[src/rtl/cr_isf_mc_pkg.sv]
// Shared types and helpers for the multi-channel input stream FIFO.
// Holds the default-width beat payload, the arbiter state encoding and a
// popcount helper used for egress byte accounting.
package cr_isf_mc_pkg;

  localparam int unsigned ISF_DW   = 64;
  localparam int unsigned ISF_UW   = 8;
  localparam int unsigned POP_MAXW = 128;

  typedef struct packed {
    logic [ISF_DW-1:0]   tdata;
    logic [ISF_UW-1:0]   tuser;
    logic [ISF_DW/8-1:0] tstrb;
    logic                tlast;
  } isf_mc_beat_t;

  typedef enum logic {
    ARB_IDLE   = 1'b0,
    ARB_LOCKED = 1'b1
  } arb_state_e;

  // Number of set bits; narrower vectors are zero-extended by the caller.
  function automatic int unsigned popcount(input logic [POP_MAXW-1:0] v);
    int unsigned n;
    n = 0;
    for (int i = 0; i < int'(POP_MAXW); i++) n += 32'(v[i]);
    return n;
  endfunction

endpackage

[src/rtl/cr_isf_mc_fifo.sv]
// Per-channel synchronous FIFO of stream beats with occupancy output.
// Ports: clk/rst (sync, active-high); en gates readiness; in_valid/in_ready/
// in_beat ingress (in_ready registered); pop removes head_c (combinational
// head view); level is the registered occupancy 0..DEPTH.
module cr_isf_mc_fifo
  import cr_isf_mc_pkg::*;
#(
  parameter type         beat_t = isf_mc_beat_t,
  parameter int unsigned DEPTH  = 16
) (
  input  logic                   clk,
  input  logic                   rst,
  input  logic                   en,
  input  logic                   in_valid,
  output logic                   in_ready,
  input  beat_t                  in_beat,
  input  logic                   pop,
  output beat_t                  head_c,
  output logic [$clog2(DEPTH):0] level
);

  localparam int unsigned AW = $clog2(DEPTH);
  localparam int unsigned LW = AW + 1;

  beat_t         mem [DEPTH];
  logic [AW-1:0] wr_ptr;
  logic [AW-1:0] rd_ptr;
  logic          push;
  logic          do_pop;
  logic [LW-1:0] level_nxt;

  // Push/pop qualification; full never pushes, empty never pops.
  always_comb begin
    push      = in_valid & in_ready & (level < LW'(DEPTH));
    do_pop    = pop & (level != '0);
    level_nxt = level + LW'(push) - LW'(do_pop);
  end

  assign head_c = mem[rd_ptr];

  // Pointers, occupancy and look-ahead ready.
  always_ff @(posedge clk) begin
    if (rst) begin
      wr_ptr   <= '0;
      rd_ptr   <= '0;
      level    <= '0;
      in_ready <= 1'b0;
    end else begin
      if (push)   wr_ptr <= wr_ptr + AW'(1);
      if (do_pop) rd_ptr <= rd_ptr + AW'(1);
      level    <= level_nxt;
      in_ready <= en & (level_nxt < LW'(DEPTH));
    end
  end

  // Storage, no reset needed.
  always_ff @(posedge clk) begin
    if (push) mem[wr_ptr] <= in_beat;
  end

endmodule

[src/rtl/cr_isf_mc.sv]
// Multi-channel input stream FIFO: N_CH AXI4-stream ingress channels, each
// buffered in a DEPTH-entry FIFO, merged by a packet-granular round-robin
// arbiter onto one registered egress tagged with ob_tid.
// Ports: clk, rst (sync, active-high); ib_* per-channel ingress; ob_* egress;
// cfg_ch_en channel enables; cfg_single_step/ss_rd single-step gating;
// cfg_stall_limit/stall_int egress stall watchdog; ob_bytes_stb/amt per-beat
// byte count; fifo_level per-channel occupancy.
// Optional: define CR_ISF_MC_TRIG_EN to add the data-match trigger
// (cfg_trig_arm/match/mask, trig_hit, trig_cap_data, trig_cap_ch).
module cr_isf_mc
  import cr_isf_mc_pkg::*;
#(
  parameter int unsigned N_CH    = 2,
  parameter int unsigned DW      = ISF_DW,
  parameter int unsigned UW      = ISF_UW,
  parameter int unsigned DEPTH   = 16,
  parameter int unsigned STALL_W = 16
) (
  input  logic                                   clk,
  input  logic                                   rst,
  input  logic [N_CH-1:0]                        ib_tvalid,
  output logic [N_CH-1:0]                        ib_tready,
  input  logic [N_CH*DW-1:0]                     ib_tdata,
  input  logic [N_CH*UW-1:0]                     ib_tuser,
  input  logic [N_CH*DW/8-1:0]                   ib_tstrb,
  input  logic [N_CH-1:0]                        ib_tlast,
  output logic                                   ob_tvalid,
  input  logic                                   ob_tready,
  output logic [DW-1:0]                          ob_tdata,
  output logic [UW-1:0]                          ob_tuser,
  output logic [DW/8-1:0]                        ob_tstrb,
  output logic                                   ob_tlast,
  output logic [((N_CH > 1) ? $clog2(N_CH) : 1)-1:0] ob_tid,
  input  logic [N_CH-1:0]                        cfg_ch_en,
  input  logic                                   cfg_single_step,
  input  logic                                   ss_rd,
  input  logic [STALL_W-1:0]                     cfg_stall_limit,
  output logic                                   stall_int,
  output logic                                   ob_bytes_stb,
  output logic [$clog2(DW/8):0]                  ob_bytes_amt,
`ifdef CR_ISF_MC_TRIG_EN
  input  logic                                   cfg_trig_arm,
  input  logic [DW-1:0]                          cfg_trig_match,
  input  logic [DW-1:0]                          cfg_trig_mask,
  output logic                                   trig_hit,
  output logic [DW-1:0]                          trig_cap_data,
  output logic [((N_CH > 1) ? $clog2(N_CH) : 1)-1:0] trig_cap_ch,
`endif
  output logic [N_CH*($clog2(DEPTH)+1)-1:0]      fifo_level
);

  localparam int unsigned TW = (N_CH > 1) ? $clog2(N_CH) : 1;
  localparam int unsigned LW = $clog2(DEPTH) + 1;
  localparam int unsigned SW = DW / 8;
  localparam int unsigned BW = $clog2(SW) + 1;

  typedef struct packed {
    logic [DW-1:0] tdata;
    logic [UW-1:0] tuser;
    logic [SW-1:0] tstrb;
    logic          tlast;
  } beat_t;

  beat_t              in_beat [N_CH];
  beat_t              head    [N_CH];
  logic [LW-1:0]      lvl     [N_CH];
  logic [N_CH-1:0]    nonempty;
  logic [N_CH-1:0]    pop;

  arb_state_e         state;
  logic [TW-1:0]      lock_ch;
  logic [TW-1:0]      ptr;
  logic [TW-1:0]      sel;
  logic [TW-1:0]      idx;
  logic               sel_ok;
  beat_t              hsel;

  logic               ss_credit;
  logic               ss_mode;
  logic               gate_open;
  logic               load;
  logic               xfer;
  logic [STALL_W-1:0] stall_cnt;
  logic [STALL_W-1:0] stall_nxt;

  // Per-channel buffering.
  for (genvar g = 0; g < int'(N_CH); g++) begin : g_ch
    assign in_beat[g] = {ib_tdata[g*DW +: DW], ib_tuser[g*UW +: UW],
                         ib_tstrb[g*SW +: SW], ib_tlast[g]};
    assign nonempty[g] = (lvl[g] != '0);
    assign pop[g]      = load & (sel == TW'(g));
    assign fifo_level[g*LW +: LW] = lvl[g];

    cr_isf_mc_fifo #(
      .beat_t (beat_t),
      .DEPTH  (DEPTH)
    ) u_fifo (
      .clk      (clk),
      .rst      (rst),
      .en       (cfg_ch_en[g]),
      .in_valid (ib_tvalid[g]),
      .in_ready (ib_tready[g]),
      .in_beat  (in_beat[g]),
      .pop      (pop[g]),
      .head_c   (head[g]),
      .level    (lvl[g])
    );
  end

  // Grant selection: locked channel keeps priority regardless of its enable;
  // otherwise the first non-empty enabled channel at or after ptr wins
  // (descending scan so the nearest candidate is assigned last).
  always_comb begin
    sel    = lock_ch;
    sel_ok = 1'b0;
    idx    = '0;
    if (state == ARB_LOCKED) begin
      sel_ok = nonempty[lock_ch];
    end else begin
      for (int k = int'(N_CH) - 1; k >= 0; k--) begin
        idx = TW'((int'(ptr) + k) % int'(N_CH));
        if (nonempty[idx] && cfg_ch_en[idx]) begin
          sel    = idx;
          sel_ok = 1'b1;
        end
      end
    end
  end

  assign hsel = head[sel];

`ifdef CR_ISF_MC_TRIG_EN
  assign ss_mode = cfg_single_step | trig_hit;
`else
  assign ss_mode = cfg_single_step;
`endif

  assign gate_open = ~ss_mode | ss_credit;
  assign load      = (~ob_tvalid | ob_tready) & sel_ok & gate_open;
  assign xfer      = ob_tvalid & ob_tready;

  // Stall counter: cleared on transfer, saturates while held.
  always_comb begin
    stall_nxt = stall_cnt;
    if (xfer) stall_nxt = '0;
    else if (ob_tvalid && (stall_cnt != '1)) stall_nxt = stall_cnt + STALL_W'(1);
  end

  // Arbiter FSM, egress register, single-step credit, watchdog, byte strobe.
  always_ff @(posedge clk) begin
    if (rst) begin
      state        <= ARB_IDLE;
      lock_ch      <= '0;
      ptr          <= '0;
      ss_credit    <= 1'b0;
      stall_cnt    <= '0;
      stall_int    <= 1'b0;
      ob_tvalid    <= 1'b0;
      ob_tdata     <= '0;
      ob_tuser     <= '0;
      ob_tstrb     <= '0;
      ob_tlast     <= 1'b0;
      ob_tid       <= '0;
      ob_bytes_stb <= 1'b0;
      ob_bytes_amt <= '0;
    end else begin
      // A pulse arriving with a load wins, so credit survives that cycle.
      if (ss_rd)     ss_credit <= 1'b1;
      else if (load) ss_credit <= 1'b0;

      if (load) begin
        ob_tvalid <= 1'b1;
        ob_tdata  <= hsel.tdata;
        ob_tuser  <= hsel.tuser;
        ob_tstrb  <= hsel.tstrb;
        ob_tlast  <= hsel.tlast;
        ob_tid    <= sel;
        if (hsel.tlast) begin
          state <= ARB_IDLE;
          ptr   <= (sel == TW'(N_CH - 1)) ? '0 : sel + TW'(1);
        end else begin
          state   <= ARB_LOCKED;
          lock_ch <= sel;
        end
      end else if (ob_tready) begin
        ob_tvalid <= 1'b0;
      end

      stall_cnt <= stall_nxt;
      stall_int <= (cfg_stall_limit != '0) && (stall_nxt == cfg_stall_limit) &&
                   (stall_cnt != cfg_stall_limit);

      ob_bytes_stb <= xfer;
      ob_bytes_amt <= xfer ? BW'(popcount(POP_MAXW'(ob_tstrb))) : '0;
    end
  end

`ifdef CR_ISF_MC_TRIG_EN
  // Data-match trigger: first hit while armed captures the loaded beat.
  always_ff @(posedge clk) begin
    if (rst) begin
      trig_hit      <= 1'b0;
      trig_cap_data <= '0;
      trig_cap_ch   <= '0;
    end else if (!cfg_trig_arm) begin
      trig_hit <= 1'b0;
    end else if (load && !trig_hit &&
                 (((hsel.tdata ^ cfg_trig_match) & cfg_trig_mask) == '0)) begin
      trig_hit      <= 1'b1;
      trig_cap_data <= hsel.tdata;
      trig_cap_ch   <= sel;
    end
  end
`endif

endmodule

[config.mk]
export PLATFORM = sky130hd
export DESIGN_NAME = cr_isf_mc
export DESIGN_NICKNAME = d
export VERILOG_FILES = /design/src/rtl/cr_isf_mc_pkg.sv /design/src/rtl/cr_isf_mc_fifo.sv /design/src/rtl/cr_isf_mc.sv
export SDC_FILE = /design/constraint.sdc
export NUM_CORES = 2
export LEC_CHECK = 0
export BUFFER_PORTS_ARGS = -buffer_cell sky130_fd_sc_hd__clkbuf_2
export CELL_PAD_IN_SITES_DETAIL_PLACEMENT = 0
export CELL_PAD_IN_SITES_GLOBAL_PLACEMENT = 1
export CORE_ASPECT_RATIO = 1.4
export CORE_UTILIZATION = 47
export DETAILED_ROUTE_END_ITERATION = 10
export HOLD_SLACK_MARGIN = 0.15
export PLACE_DENSITY_LB_ADDON = 0.1
export SLEW_MARGIN = 20
export SYNTH_ARGS = -nofsm -noshare
export SYNTH_HDL_FRONTEND = slang
export SYNTH_SLANG_ARGS = --single-unit
[constraint.sdc]
create_clock -name clk -period 9.1 [get_ports clk]
set_input_delay 1.365 -clock clk [delete_from_list [all_inputs] [get_ports clk]]
set_output_delay 1.365 -clock clk [all_outputs]
set_load 0.005 [all_outputs]
---- After elaboration in Yosys (flattened, before gate mapping) ----
Memory sizes are Yosys's and may differ from the RTL's. A register that Yosys moved wholly into a read port is not among the register bits.
Index checks and enable logic that the tools add are counted.
word-level totals
  flip-flop bits (word level) ............. 137
  bits in writable memories ............... 2592
  bits of input ports ..................... 187
  word-level logic and storage cells ...... 122
  memories ................................ 2
operators by class
  $add $sub $neg .......................... 18
  order comparisons ....................... 8
  equal/unequal tests ..................... 3
  muxes and demuxes ....................... 35
  bitwise operators ....................... 21
  reductions and logical operators ........ 13
memories
  name                words  width  rd ports  clocked after Yosys merged registers in  write ports  line                  RTL
  g_ch[0].u_fifo.mem  16     81     1         1                                        1            cr_isf_mc_fifo.sv:25  beat_t mem [DEPTH];
  g_ch[1].u_fifo.mem  16     81     1         1                                        1            cr_isf_mc_fifo.sv:25
operators with widths
  cell                     number
  $mux W81                 3
  $mux W16                 2
  $mux W1                  26
  $lt A5 B5 Y1 const B     4
  $add A16 B1 Y16 const B  1
  $add A4 B1 Y4            4
  $add A4 B1 Y4 const B    4
  $eq A16 B16 Y1           1
  $mux W4                  4
  $ne A16 B16 Y1           1
  $ne A16 B16 Y1 const B   1
  $reduce_bool A16 Y1      1
  $and A1 B1 Y1            13
  $add A5 B1 Y5            2
  $reduce_bool A5 Y1       2
  $sub A5 B1 Y5            2
  $lt A1 B2 Y1 const B     3
  $logic_and A1 B1 Y1      5
  $not A1 Y1               5
  $add A3 B1 Y4            1
  $reduce_and A2 Y1        2
  $reduce_bool A2 Y1       2
  $add A2 B1 Y3            1
  $add A1 B1 Y1 const B    2
  other kinds (5)          6

---- Logic depth before layout (Yosys ltp) ----
  word-level depth ........................ 14
  depth in mapped cells ................... 18
  gate-level depth less buffers ........... 17

---- Modules after synthesis ----
From an unflattened synthesis, not the netlist that was laid out.
unflattened totals
  cells, all modules ...................... 4820
  area, all modules ....................... 104222.5 um2
modules (own cells, without submodules)
  module                            times used  cells each  area an instance (um2)  seq. area each (um2)
  cr_isf_mc_fifo at g_ch[0].u_fifo  1           2082        49248.5                 39277.7
  cr_isf_mc_fifo at g_ch[1].u_fifo  1           2087        49232.2                 39277.7
  cr_isf_mc                         1           651         5741.8                  2182.1

---- Worst setup path before layout ----
OpenSTA, ideal clock, no wires.
  path kind ............................... input -> register
  start ................................... input port ib_tvalid[1]
  end ..................................... memory g_ch[1].u_fifo.mem[3][0] (netlist bit) (enable)
  setup time .............................. 619 ps
  data arrival time ....................... 7478 ps
  slack ................................... 1003 ps
  cell stages on the path ................. 4
  path through ............................ nand2_1 nor2_1 nand2_1 nor3_1
between the ends
  cells in the longest elaborated chain, start to end .. 4
ends and longest elaborated chain
  item                           line                  RTL
  start, declared                cr_isf_mc.sv:21       input logic [N_CH-1:0] ib_tvalid,
  $and A1 B1 Y1 (2 in a row)     cr_isf_mc_fifo.sv:34  push = in_valid & in_ready & (level < LW'(DEPTH));
  named net g_ch[1].u_fifo.push  cr_isf_mc_fifo.sv:28  logic push;
  $mux W1                        cr_isf_mc_fifo.sv:58  if (push) mem[wr_ptr] <= in_beat;
  $mux W1 (not written as such)  cr_isf_mc_fifo.sv:58
  end, declared                  cr_isf_mc_fifo.sv:25
The timed path passes the listed nets, and every way through them passes these cells.

---- Final worst setup path ----
  start ................................... register g_ch[0].u_fifo.level[4]
  end ..................................... register g_ch[0].u_fifo.in_ready
between the ends
  cells in the longest elaborated chain, start to end .. 14
  elaborated cells between the ends (all ways) .. 26
ends and longest elaborated chain
  item                                        line                                   RTL
  start, declared                             cr_isf_mc_fifo.sv:19                   output logic [$clog2(DEPTH):0] level
  start signal, assigned                      cr_isf_mc_fifo.sv:51                   level <= level_nxt;
  $reduce_bool A5 Y1                          cr_isf_mc_fifo.sv:35, cr_isf_mc.sv:90
  $mux W1 (not written as such) (2 in a row)  cr_isf_mc.sv:122                       if (nonempty[idx] && cfg_ch_en[idx]) begin
  $logic_and A1 B1 Y1                         cr_isf_mc.sv:122
  $mux W1 (2 in a row)                        cr_isf_mc.sv:122
  $mux W1                                     cr_isf_mc.sv:117                       if (state == ARB_LOCKED) begin
  $and A1 B1 Y1 (2 in a row)                  cr_isf_mc.sv:139                       assign load = (~ob_tvalid | ob_tready) & sel_ok & gate_open;
  $and A1 B1 Y1                               cr_isf_mc.sv:91                        assign pop[g] = load & (sel == TW'(g));
  $and A1 B1 Y1                               cr_isf_mc_fifo.sv:35                   do_pop = pop & (level != '0);
  $sub A5 B1 Y5 (*)                           cr_isf_mc_fifo.sv:36                   level_nxt = level + LW'(push) - LW'(do_pop);
  $lt A5 B5 Y1 (*)                            cr_isf_mc_fifo.sv:52                   in_ready <= en & (level_nxt < LW'(DEPTH));
  $and A1 B1 Y1 (*)                           cr_isf_mc_fifo.sv:52
  end signal, assigned                        cr_isf_mc_fifo.sv:52
  end, declared                               cr_isf_mc_fifo.sv:15                   output logic in_ready,
Every way passes the cells marked *; elsewhere a longest branch is shown, timed or not. The select of a mux whose other input is x is not followed.
A chain may end at the register's enable or synchronous reset.

==> results by group <==
Route
  • Final wirelength: roughly 260000 um
  • WL/cell: roughly 32 um
  • M1 WL: 106500 um
  • Post-route antenna net violation count: 0
  • WL met3: 15740 um
  • Met2 WL: roughly 130000 um
  • Residual DRC count: 0
  • Vias: ~48k
  • Router iterations before antenna repair: 5
  • First DRT Iteration DRCs: 4219
  • Max layer used: met5
  • Vias per cell: roughly 6

Logic synthesis
  • Synth area leader: edfxtp_1
  • Synthesis Warnings: 0
  • Register area share after synthesis: 0.7726
  • Post-synth EDFFs: ~2.6k
  • Largest cells by area after synthesis: edfxtp_1 (74%), mux4_2 (17%), dfxtp_1 (2.8%), mux2i_1 (0.90%), a211oi_1 (0.60%)
  • Share of the synthesized area in the top cell type: 0.7448
  • Synth Instances: 4451
  • Synthesized net count: ~4.7k
  • Number of synthesized register bits: around 2.7k
  • Post-synth cell types: just under 70
  • Area of the mapped netlist: approximately 100000 sq um
  • Asr flop ratio synth: 0
  • Post-synth top flop: edfxtp_1
  • Synth Area per Inst: approximately 23 sq um

Placed design
  • Port buffer count: ~290
  • Placed wire-length estimate: between 100000 and 150000 um
  • Dpl cell area: around 110000 sq um
  • RD Place Congestion: just under 0.8

Power and ir drop
  • LEAKAGE: about 36 nW
  • Sequential Power Share: 0.476
  • Cell Int Power: ~23 mW
  • PD cells: about 260 nW/um^2
  • Clk pwr share: 0.349
  • Combinational share of power: 0.175
  • Max IR drop VDD: between 0.2 and 0.25 mV
  • Net Switching: ~7.8 mW
  • Sw frac: 0.2558
  • Total power: between 30 and 40 mW

Flow run
  • Max-cap check violation count: 0

Final layout
  • Commonest non-fill, non-tap cell in the layout: edfxtp_1
  • Final core area utilization: 0.5335
  • Cell area after layout: 117800 sq um
  • Fillers: around 17k
  • Nets: around 5.1k
  • Most frequent cells in the layout: edfxtp_1 (2592), mux4_2 (810), clkbuf_2 (286)
  • Share of layout cells above drive strength 1: 0.3145
  • P&R area growth vs syn: 12.72%

Clock tree
  • Later-pin clock latency in the skew report: about 0.83 ns
  • Post-CTS Resized: 0
  • CTS tree: built
  • Hold-fix buffers, CTS: 0
  • CTS sink count: about 2.7k
  • Setup bufs post-CTS: 0
  • Clk slew on worst S/H paths: roughly 0.06 ns
  • Clk buf depth: 4
  • Num CTS Buffers: roughly 270
  • CTS root buf: clkbuf_16
  • H-tree depth: 5

STA
  • FMAX: 0.2318 GHz
  • Worst-margin pin slew: 1.083 ns
  • Final worst clock skew: about 0.034 ns
  • Slew margin rel.: 0.2782
  • Period utilization: 0.4742
  • TNS Setup: 0 ns
  • Unrepaired setup endpoints after global routing: no
  • Endpoints failing setup: 0
  • Final hold violation count: 0
  • Max-slew violations: 0
  • Final min period: 4.315 ns

Critical path
  • CP startpoint kind: flop
  • Critical path, cell by cell: or4b_1 > mux2i_1 > a2111oi_4 > buf_4 > nor2b_1 > ha_1 > inv_1 > ha_1 > inv_1 > fa_1 > inv_1 > a21oi_1 > nor2_1 > nor2_1 > xnor2_1 > and3b_1
  • Register-to-Register Setup Slack: ~4.8 ns
  • Crit path top cell by count: inv_1
  • Crit path max fanout: 39
  • FF-to-FF path depth: 16
  • WP buf/inv: 4
  • Crit path capture type: flop
  • FF-to-FF End: g_ch[0].u_fifo.in_ready$_SDFF_PP0_
  • Worst Path Required: ~9.8 ns
  • Critical path's slowest cell: dfxtp_1
  • CP max stage delay: ~0.7 ns
  • Worst Path Arrival: just over 5 ns
  • Worst R2R Start: g_ch[0].u_fifo.level[4]$_SDFF_PP0_
  • CP Class: reg -> reg
  • Largest delay contributor family on the critical path: simple AND/OR/NAND/NOR gates

Min path
  • Worst hold path startpoint: ss_credit$_SDFFE_PP0P_
  • Hold Crit Class: reg -> reg
  • Hold Path Sink: ss_credit$_SDFFE_PP0P_
  • Worst Hold Depth: 2

Floorplanning
  • Die width: roughly 400 um
  • Die H: between 500 and 600 um
  • Row count: between 200 and 250
  • Num ports: approximately 290
  • Die ar.: 224300 sq um
  • Starting Density: 0.4733
  • Core area: around 220000 sq um

Global route
  • Largest net degree at the start of global routing: 131
  • Total gr overflow: 0
  • Vias in the first global route: 50.14k
  • Global-route wire length before repair: approximately 370000 um
  • Antenna violations before repair: 47
  • Total Routing Usage GR: 0.2292

Status
  • Status: finished clean
-- cell usage after synthesis (all sizes together), types with 9 or more instances --
cell type and number:
inv 36, nand2 30, a211oi 84, ha 26
a21oi 15, and2 21, clkbuf 155, nand3 13
buf 87, xor2 34, dfxtp 145, nor4 13
nor2 169, nor3 13, mux4 810, xnor2 13
mux2i 94, nand4 15, o21ai 9, edfxtp 2592
-- per-stage QoR --
stage / hold slack [ns] / cells / setup slack (ns)
2_1_floorplan: 0.4518 / 4451 / 1.003
3_3_place_gp: 0.4657 / 7464 / 4.245
3_5_place_dp: 0.4778 / 7464 / 4.329
4_1_cts: 0.4925 / 7939 / 4.785
5_1_grt: 0.5184 / 7942 / 4.447
6_report: 0.4910 / 7952 / 4.785
-- kinds of logic after synthesis --
group | synth area share
mux | 0.1836
buf+inv | 0.01093
compound gates | 0.01024
flops | 0.7726
fa+ha+maj | 0.004262
xor+xnor | 0.003939
simple gates | 0.01449
-- flip-flops by register name, indices dropped and copies added, names as in the netlist, named ones only --
register,flops
ptr,1
ob_bytes_stb,1
stall_cnt,16
g_ch.u_fifo.mem,2592
lock_ch,1
ob_tuser,8
g_ch.u_fifo.in_ready,2
g_ch.u_fifo.rd_ptr,8
g_ch.u_fifo.wr_ptr,8
ob_tvalid,1
ob_tstrb,8
ob_tid,1
state,1
ob_tlast,1
ss_credit,1
ob_bytes_amt,4
stall_int,1
ob_tdata,64
g_ch.u_fifo.level,10
-- cell type report --
class	instances	area (sq um)	area share
antenna	12	30.03	0.0002549
clock buffer	360	7408	0.06289
clock inverter	115	822.0	0.006979
inverter	36	135.1	0.001147
multi-input combinational	1436	22790	0.1935
sequential	2737	80770	0.6857
tap	2884	3608	0.03063
timing repair buffer	372	2226	0.01890
-- power groups by stage --
| stage | clock network, mW | logic, mW | registers [mW] |
|---|---|---|---|
| 2_1_floorplan | 0 | 3.68 | 14.5 |
| 3_3_place_gp | 0 | 5.43 | 14.7 |
| 3_5_place_dp | 0 | 5.43 | 14.7 |
| 4_1_cts | 10.8 | 5.45 | 14.5 |
| 5_1_grt | 11.3 | 5.74 | 14.5 |
| 6_report | 10.6 | 5.31 | 14.4 |
-- metal layers --
layer  global-route usage  vias up
met5                    0        -
met4              0.04663       48
met3              0.04630      370
met2               0.3793     1226
met1               0.3175    26260
li1                     -    19777
-- worst max path at each step --
stage	from	end	slack, ns	depth (start not counted)
2_1_floorplan	ib_tvalid[1]	g_ch[1].u_fifo.mem[3][0]$_DFFE_PP_	1.00	4
3_3_place_gp	ob_tready	g_ch[0].u_fifo.in_ready$_SDFF_PP0_	4.25	16
3_5_place_dp	ob_tready	g_ch[0].u_fifo.in_ready$_SDFF_PP0_	4.33	16
4_1_cts	g_ch[0].u_fifo.level[4]$_SDFF_PP0_	g_ch[0].u_fifo.in_ready$_SDFF_PP0_	4.78	16
5_1_grt	g_ch[0].u_fifo.level[4]$_SDFF_PP0_	g_ch[0].u_fifo.in_ready$_SDFF_PP0_	4.45	16
6_report	g_ch[0].u_fifo.level[4]$_SDFF_PP0_	g_ch[0].u_fifo.in_ready$_SDFF_PP0_	4.79	16
-- tightest hold or removal path: stages (launching register included) --
cell and delay, ns:
dfxtp_1 0.33, a21oi_1 0.06, nor2_1 0.07
(Power assumes the default switching activity.)
